$ cat config.mk
export PLATFORM = sky130hd
export DESIGN_NAME = servo_pwm_bank
export DESIGN_NICKNAME = d
export VERILOG_FILES = /design/src/rtl/servo_pwm_bank.sv
export SDC_FILE = /design/constraint.sdc
export NUM_CORES = 1
export LEC_CHECK = 0
export ABC_AREA = 0
export CORE_MARGIN = 8
export CORE_UTILIZATION = 55
export DETAILED_ROUTE_END_ITERATION = 10
export GPL_TIMING_DRIVEN = 0
export PLACE_DENSITY = 0.76
export SETUP_SLACK_MARGIN = 0.5
export SYNTH_ARGS = -nofsm -noshare
export SYNTH_HDL_FRONTEND = slang
export SYNTH_SLANG_ARGS = --single-unit
$ cat constraint.sdc
create_clock -name clk -period 3.1 [get_ports clk]
set_input_delay 0.62 -clock clk [delete_from_list [all_inputs] [get_ports clk]]
set_output_delay 0.62 -clock clk [all_outputs]
set_load 0.05 [all_outputs]
$ cat src/rtl/servo_pwm_bank.sv
// Four-channel servo PWM generator with double-buffered pulse widths that swap at each frame boundary.
// Optional build macro SERVO_PWM_CLAMP_EN limits written widths to 500..2500 us.
module servo_pwm_bank #(
  parameter int unsigned TICKS_PER_US = 100,
  parameter int unsigned FRAME_US     = 20000,
  parameter int unsigned RESET_US     = 1500
) (
  input  logic        clk,
  input  logic        rst,
  input  logic        cs,
  input  logic [1:0]  addr,
  input  logic [15:0] data,
  output logic [3:0]  signal,
  output logic        frame_sync
);

  localparam logic [15:0] TICK_LAST  = 16'(TICKS_PER_US - 1);
  localparam logic [15:0] FRAME_LAST = 16'(FRAME_US - 1);
  localparam logic [15:0] RESET_VAL  = 16'(RESET_US);

  function automatic logic [15:0] clamp_width(input logic [15:0] w);
`ifdef SERVO_PWM_CLAMP_EN
    if (w < 16'd500)
      return 16'd500;
    else if (w > 16'd2500)
      return 16'd2500;
    else
      return w;
`else
    return w;
`endif
  endfunction

  logic [15:0] prescaler_p0;
  logic [15:0] frame_cnt_p0;
  logic [15:0] shadow_p0 [4];
  logic [15:0] active_p0 [4];
  logic        tick_p0;
  logic        wrap_p0;
  logic [3:0]  signal_p1;
  logic        frame_sync_p1;

  assign tick_p0 = (prescaler_p0 == TICK_LAST);
  assign wrap_p0 = tick_p0 && (frame_cnt_p0 == FRAME_LAST);

  // Stage p0: timebase, shadow writes and frame-boundary swap into the active set
  always_ff @(posedge clk) begin
    if (rst) begin
      prescaler_p0 <= '0;
      frame_cnt_p0 <= '0;
      for (int i = 0; i < 4; i++) begin
        shadow_p0[i] <= RESET_VAL;
        active_p0[i] <= RESET_VAL;
      end
    end else begin
      prescaler_p0 <= tick_p0 ? 16'd0 : prescaler_p0 + 16'd1;
      if (tick_p0)
        frame_cnt_p0 <= wrap_p0 ? 16'd0 : frame_cnt_p0 + 16'd1;
      // Non-blocking update: a write on the wrap edge lands after active has taken the old shadow.
      if (wrap_p0)
        for (int i = 0; i < 4; i++)
          active_p0[i] <= shadow_p0[i];
      if (cs)
        shadow_p0[addr] <= clamp_width(data);
    end
  end

  // Stage p1: registered compare outputs and frame marker
  always_ff @(posedge clk) begin
    if (rst) begin
      signal_p1     <= '0;
      frame_sync_p1 <= 1'b0;
    end else begin
      for (int i = 0; i < 4; i++)
        signal_p1[i] <= (frame_cnt_p0 < active_p0[i]);
      frame_sync_p1 <= wrap_p0;
    end
  end

  assign signal     = signal_p1;
  assign frame_sync = frame_sync_p1;

endmodule

==> After elaboration in Yosys (flattened, before gate mapping) <==
Memory sizes are Yosys's and may differ from the RTL's.
Index checks and enable logic that the tools add are counted.
{ "classes": {"n_reduce_logical": 3, "n_eq_ne": 2, "mux": 16, "n_bitwise": 4, "n_addsub": 2, "magnitude_cmp": 4} }
{ "ops": {"columns": ["cell", "n"], "rows": [
  ["$mux W16", 6],
  ["$lt A16 B16 Y1", 4],
  ["$add A16 B1 Y16 const B", 2],
  ["$eq A16 B15 Y1 const B", 1],
  ["$eq A16 B7 Y1 const B", 1],
  ["$reduce_or A16 Y1", 1],
  ["$mux W1", 9],
  ["$or A1 B1 Y1", 4],
  ["$mux W2", 1],
  ["$reduce_or A2 Y1", 1],
  ["$logic_and A1 B1 Y1", 1]
]} }
{ "totals": {"wordCells": 37, "mem_count": 2, "output_inout_bits": 5, "regBits": 37, "mem_bits_rw": 128, "input_bits": 21} }
{ "mem_list": {"columns": ["name", "words", "width", "rd", "rd_ports_with_merged_regs", "write_ports", "line", "text"], "rows": [
  ["active_p0", 4, 16, 4, 0, 4, "37", "logic [15:0] active_p0 [4];"],
  ["shadow_p0", 4, 16, 4, 0, 4, "36", "logic [15:0] shadow_p0 [4];"]
]} }

==> Depth between registers and ports, before layout <==
{ "logic_depth": {"depth_word": 6, "depth_mapped": 9, "mapped_depth_nobuf": 7} }

==> Worst setup path before layout <==
No wires, ideal clock.
{ "synth_timing": {"path_type": "register to register", "startpoint": "reg prescaler_p0[0]", "endpoint": "mem active_p0[0][0] (enable)", "synth_period_minus_slack_ps": 2873, "n_path_buf": 2, "arrival_time_ps": 2477, "required_time_ps": 2704, "path_stages_with_launch": 8, "setup_ps": 396, "setup_slack_ps": 227, "path_cell_list": "dfxtp_1 > ha_1 > nor4b_2 > and4_1 > clkbuf_1 > nand3_2 > o21bai_1 > buf_2"} }
{ "synth_lines": {"columns": ["element", "line", "text"], "rows": [
  ["start: declaration", "34", "logic [15:0] prescaler_p0;"],
  ["start signal: assignment", "56", "prescaler_p0 <= tick_p0 ? 16'd0 : prescaler_p0 + 16'd1;"],
  ["end: declaration", "37", null]
]} }

==> metrics.cfg <==
[synth]
synth_cells = 660
synth-async-reset-ratio = 0
syn_area_per_cell_sq_um = 11.90
ys_ff_latch = 165
yosysWarnings = 0
netlist-cell-type-count = 48
ys_seq_area_frac = 0.5839
synth_top_flop_cell = edfxtp_1
synth_area_sq_um = 7851
syn_nets = 743
synth_edf_count = 128

[power]
ir_drop_v = 0.0003815
p_comb_frac = 0.043
seqPwrFrac = 0.507
p_int_uw = 3926
clockPowerShare = 0.450
swShare = 0.2084
power.leakage_uw = 0.003654
total_power_uw = 4960
p_switching_uw = 1034
cellPowerDensity_nw_per_um2 = 547.9

[place]
hpwl_mm = 11.31
gp_congestion = 0.7987
io_buffers = 24

[worst_setup_path]
crit_path_max_fanout = 37
cp.arrival_ps = 2600
reg2reg_to = active_p0[0][14]$_SDFFCE_PN0P_
r2r_start = prescaler_p0[0]$_SDFF_PP0_
crit_path_end = active_p0[0][14]$_SDFFCE_PN0P_
rr_worst_depth = 7
cp.required_ps = 3220
startpoint = prescaler_p0[0]$_SDFF_PP0_
r2r_slack_ps = 620
crit_path_start_kind = register
crit_type = register to register
cp-end-kind = register

[finish]
fin_nets = 787
area_delta_synth_final_pct = 15.30
layout-drive-gt1-share = 0.08368
nFillCells = 1010
num_antenna_cells = 0

[timing]
rsz0062_at_grt = true
tightest_slew_ps = 691.4
post-route-period-util = 0.8001
relSlewSlack = 0.5391
fmax_mhz = 403.2
drv_slew = 0
finalHoldViolations = 0
post-route-min-period_ps = 2480
clock_skew_ps = 11.14
holdWs_ps = 478.1
finalSetupViolCount = 0

[route]
route.detailed.drc = 0
via_per_inst = 5.399
firstDrtPassIters = 4
vias = 4843
wl_per_cell_um = 17.36
drtIter0Drc = 283
wirelength_mm = 15.57
antenna_left = 0

[clocking]
cts.sinks = 165
cts_buffers = 17
cts_tree = done
cts_setup_buffers = 0
ctsRootBufferMaster = clkbuf_16
path_clk_slew_ps = 60
holdBufCountCts = 0
htreeDepth = 4
clock_path_buffers = 2
clk-insertion-delay-late_ps = 430

[min_path]
hold_path_class = register to register

[floorplanning]
die_w_um = 135.5
initial_utilization = 0.5634
io_pins = 26
die_y_um = 135.5
core-area_sq_um = 13930
die_area_sq_um = 18350
rows = 43

[global_route]
grt_max_degree = 38
grt_use_total = 0.1791
gr-total-overflow = 0
antenna_found_initial = 0
grt_pass1_vias = 4988
grt_first_pass_wirelength_mm = 25.12

[run_status]
status = finished clean

[job]
cap_violations = 0

[through the flow]
stage | area (sq um) | TNS (ps) | std cells | util | setup slack (ps)
CTS | 8989 | 0 | 897 | 0.6451 | 375.7
global route | 9052 | 0 | 897 | 0.6496 | 472.1
floorplan | 7854 | 0 | 660 | - | 570.2
global placement | 8319 | -2595 | 864 | 0.5970 | -163.3
detailed placement | 8319 | -5007 | 864 | 0.5970 | -219.8
finish | 9052 | 0 | 897 | 0.6496 | 619.6
[repair_timing]
item | in CTS | in global routing
cloned | 1 | 0
setup endpoints to repair | 136 | 165
gates resized for setup | 6 | 15
hold endpoints to repair | 0 | 0
[power by group through the flow]
stage	sequential [uW]	clock [uW]	combinational [uW]
after floorplan	2560	0	113
after global placement	2560	0	191
after detailed placement	2560	0	202
after CTS	2520	2250	211
after global routing	2520	2350	235
final	2520	2230	213
[layout by cell type, fill, tap and decap left out, types with 12 or more instances in the layout]
master | Yosys | routed
a21oi_1 | 13 | 13
and2_1 | 75 | 75
clkbuf_16 | 0 | 17
clkdlybuf4s50_1 | 0 | 24
dfxtp_1 | 37 | 35
edfxtp_1 | 128 | 128
ha_1 | 62 | 62
inv_1 | 64 | 64
nand2_1 | 19 | 19
nand2b_1 | 62 | 62
nand3_1 | 14 | 14
nand4_1 | 12 | 12
nor2_1 | 38 | 38
o21ai_0 | 19 | 19
xnor2_1 | 12 | 12
xor2_1 | 13 | 13
[cell type report]
cell class | count | area [sq um] | area share
timing repair buffer | 25 | 251.5 | 0.02778
clock inverter | 15 | 198.9 | 0.02198
buffer | 17 | 112.6 | 0.01244
clock buffer | 17 | 425.4 | 0.04699
sequential | 165 | 4587 | 0.5067
multi-input combinational | 414 | 3012 | 0.3327
tap | 180 | 225.2 | 0.02488
inverter | 64 | 240.2 | 0.02654
[routing by layer]
metal | track usage | vias up | wire length, um
met2 | 0.2974 | 74 | 7689
met3 | 0.03858 | 25 | 455
met5 | 0 | - | 0
li1 | - | 2399 | -
met1 | 0.2227 | 2345 | 7104
met4 | 0.07341 | 0 | 320
[registers in the layout, summed over array words and instances, names as in the netlist]
| register | count |
|---|---|
| signal | 4 |
| prescaler_p0 | 16 |
| frame_sync | 1 |
| active_p0 | 64 |
| shadow_p0 | 64 |
| frame_cnt_p0 | 16 |
[how the worst min path moves through the flow]
| stage | startpoint | end | slack (ps) | cells past startpoint |
|---|---|---|---|---|
| CTS | prescaler_p0[0]$_SDFF_PP0_ | prescaler_p0[0]$_SDFF_PP0_ | 490 | 1 |
| detailed placement | prescaler_p0[0]$_SDFF_PP0_ | prescaler_p0[0]$_SDFF_PP0_ | 470 | 1 |
| global route | prescaler_p0[0]$_SDFF_PP0_ | prescaler_p0[0]$_SDFF_PP0_ | 510 | 1 |
| global placement | prescaler_p0[0]$_SDFF_PP0_ | prescaler_p0[0]$_SDFF_PP0_ | 440 | 1 |
| finish | prescaler_p0[0]$_SDFF_PP0_ | prescaler_p0[0]$_SDFF_PP0_ | 480 | 1 |
| floorplan | prescaler_p0[0]$_SDFF_PP0_ | prescaler_p0[0]$_SDFF_PP0_ | 430 | 1 |
[cells by family after synthesis]
family          after synthesis  synth area share
xor+xnor                     25           0.02789
buf+inv                      81           0.04032
flops                       165            0.5839
fa+ha+maj                    62           0.09880
compound gates               57           0.04606
simple gates                270            0.2030
[cell usage after synthesis, drive strengths merged, types with 4 or more instances]
library cell,instances,area share
nand3,15,0.010
and4,5,0.0056
a2111oi,5,0.0056
or4,6,0.0062
buf,8,0.0054
edfxtp,128,0.49
nand2b,62,0.049
nand2,19,0.0091
a21o,4,0.0038
a211oi,4,0.0038
or2,4,0.0032
o21ai,19,0.012
xnor2,12,0.013
nor2,38,0.018
inv,64,0.031
clkbuf,9,0.0043
nor3,11,0.0083
nor4,6,0.0056
ha,62,0.099
o21a,4,0.0038
dfxtp,37,0.094
xor2,13,0.015
nand4,13,0.011
and2,75,0.060
a21oi,13,0.0083
[critical path, cell delays in order (launching register included)]
cell and delay (ps):
dfxtp_1 380, ha_1 230, nor4b_4 240, and4_1 240, clkbuf_2 170, nand3_2 180, o21bai_2 300, bufbuf_16 410
Power figures use the tool's default switching activity.
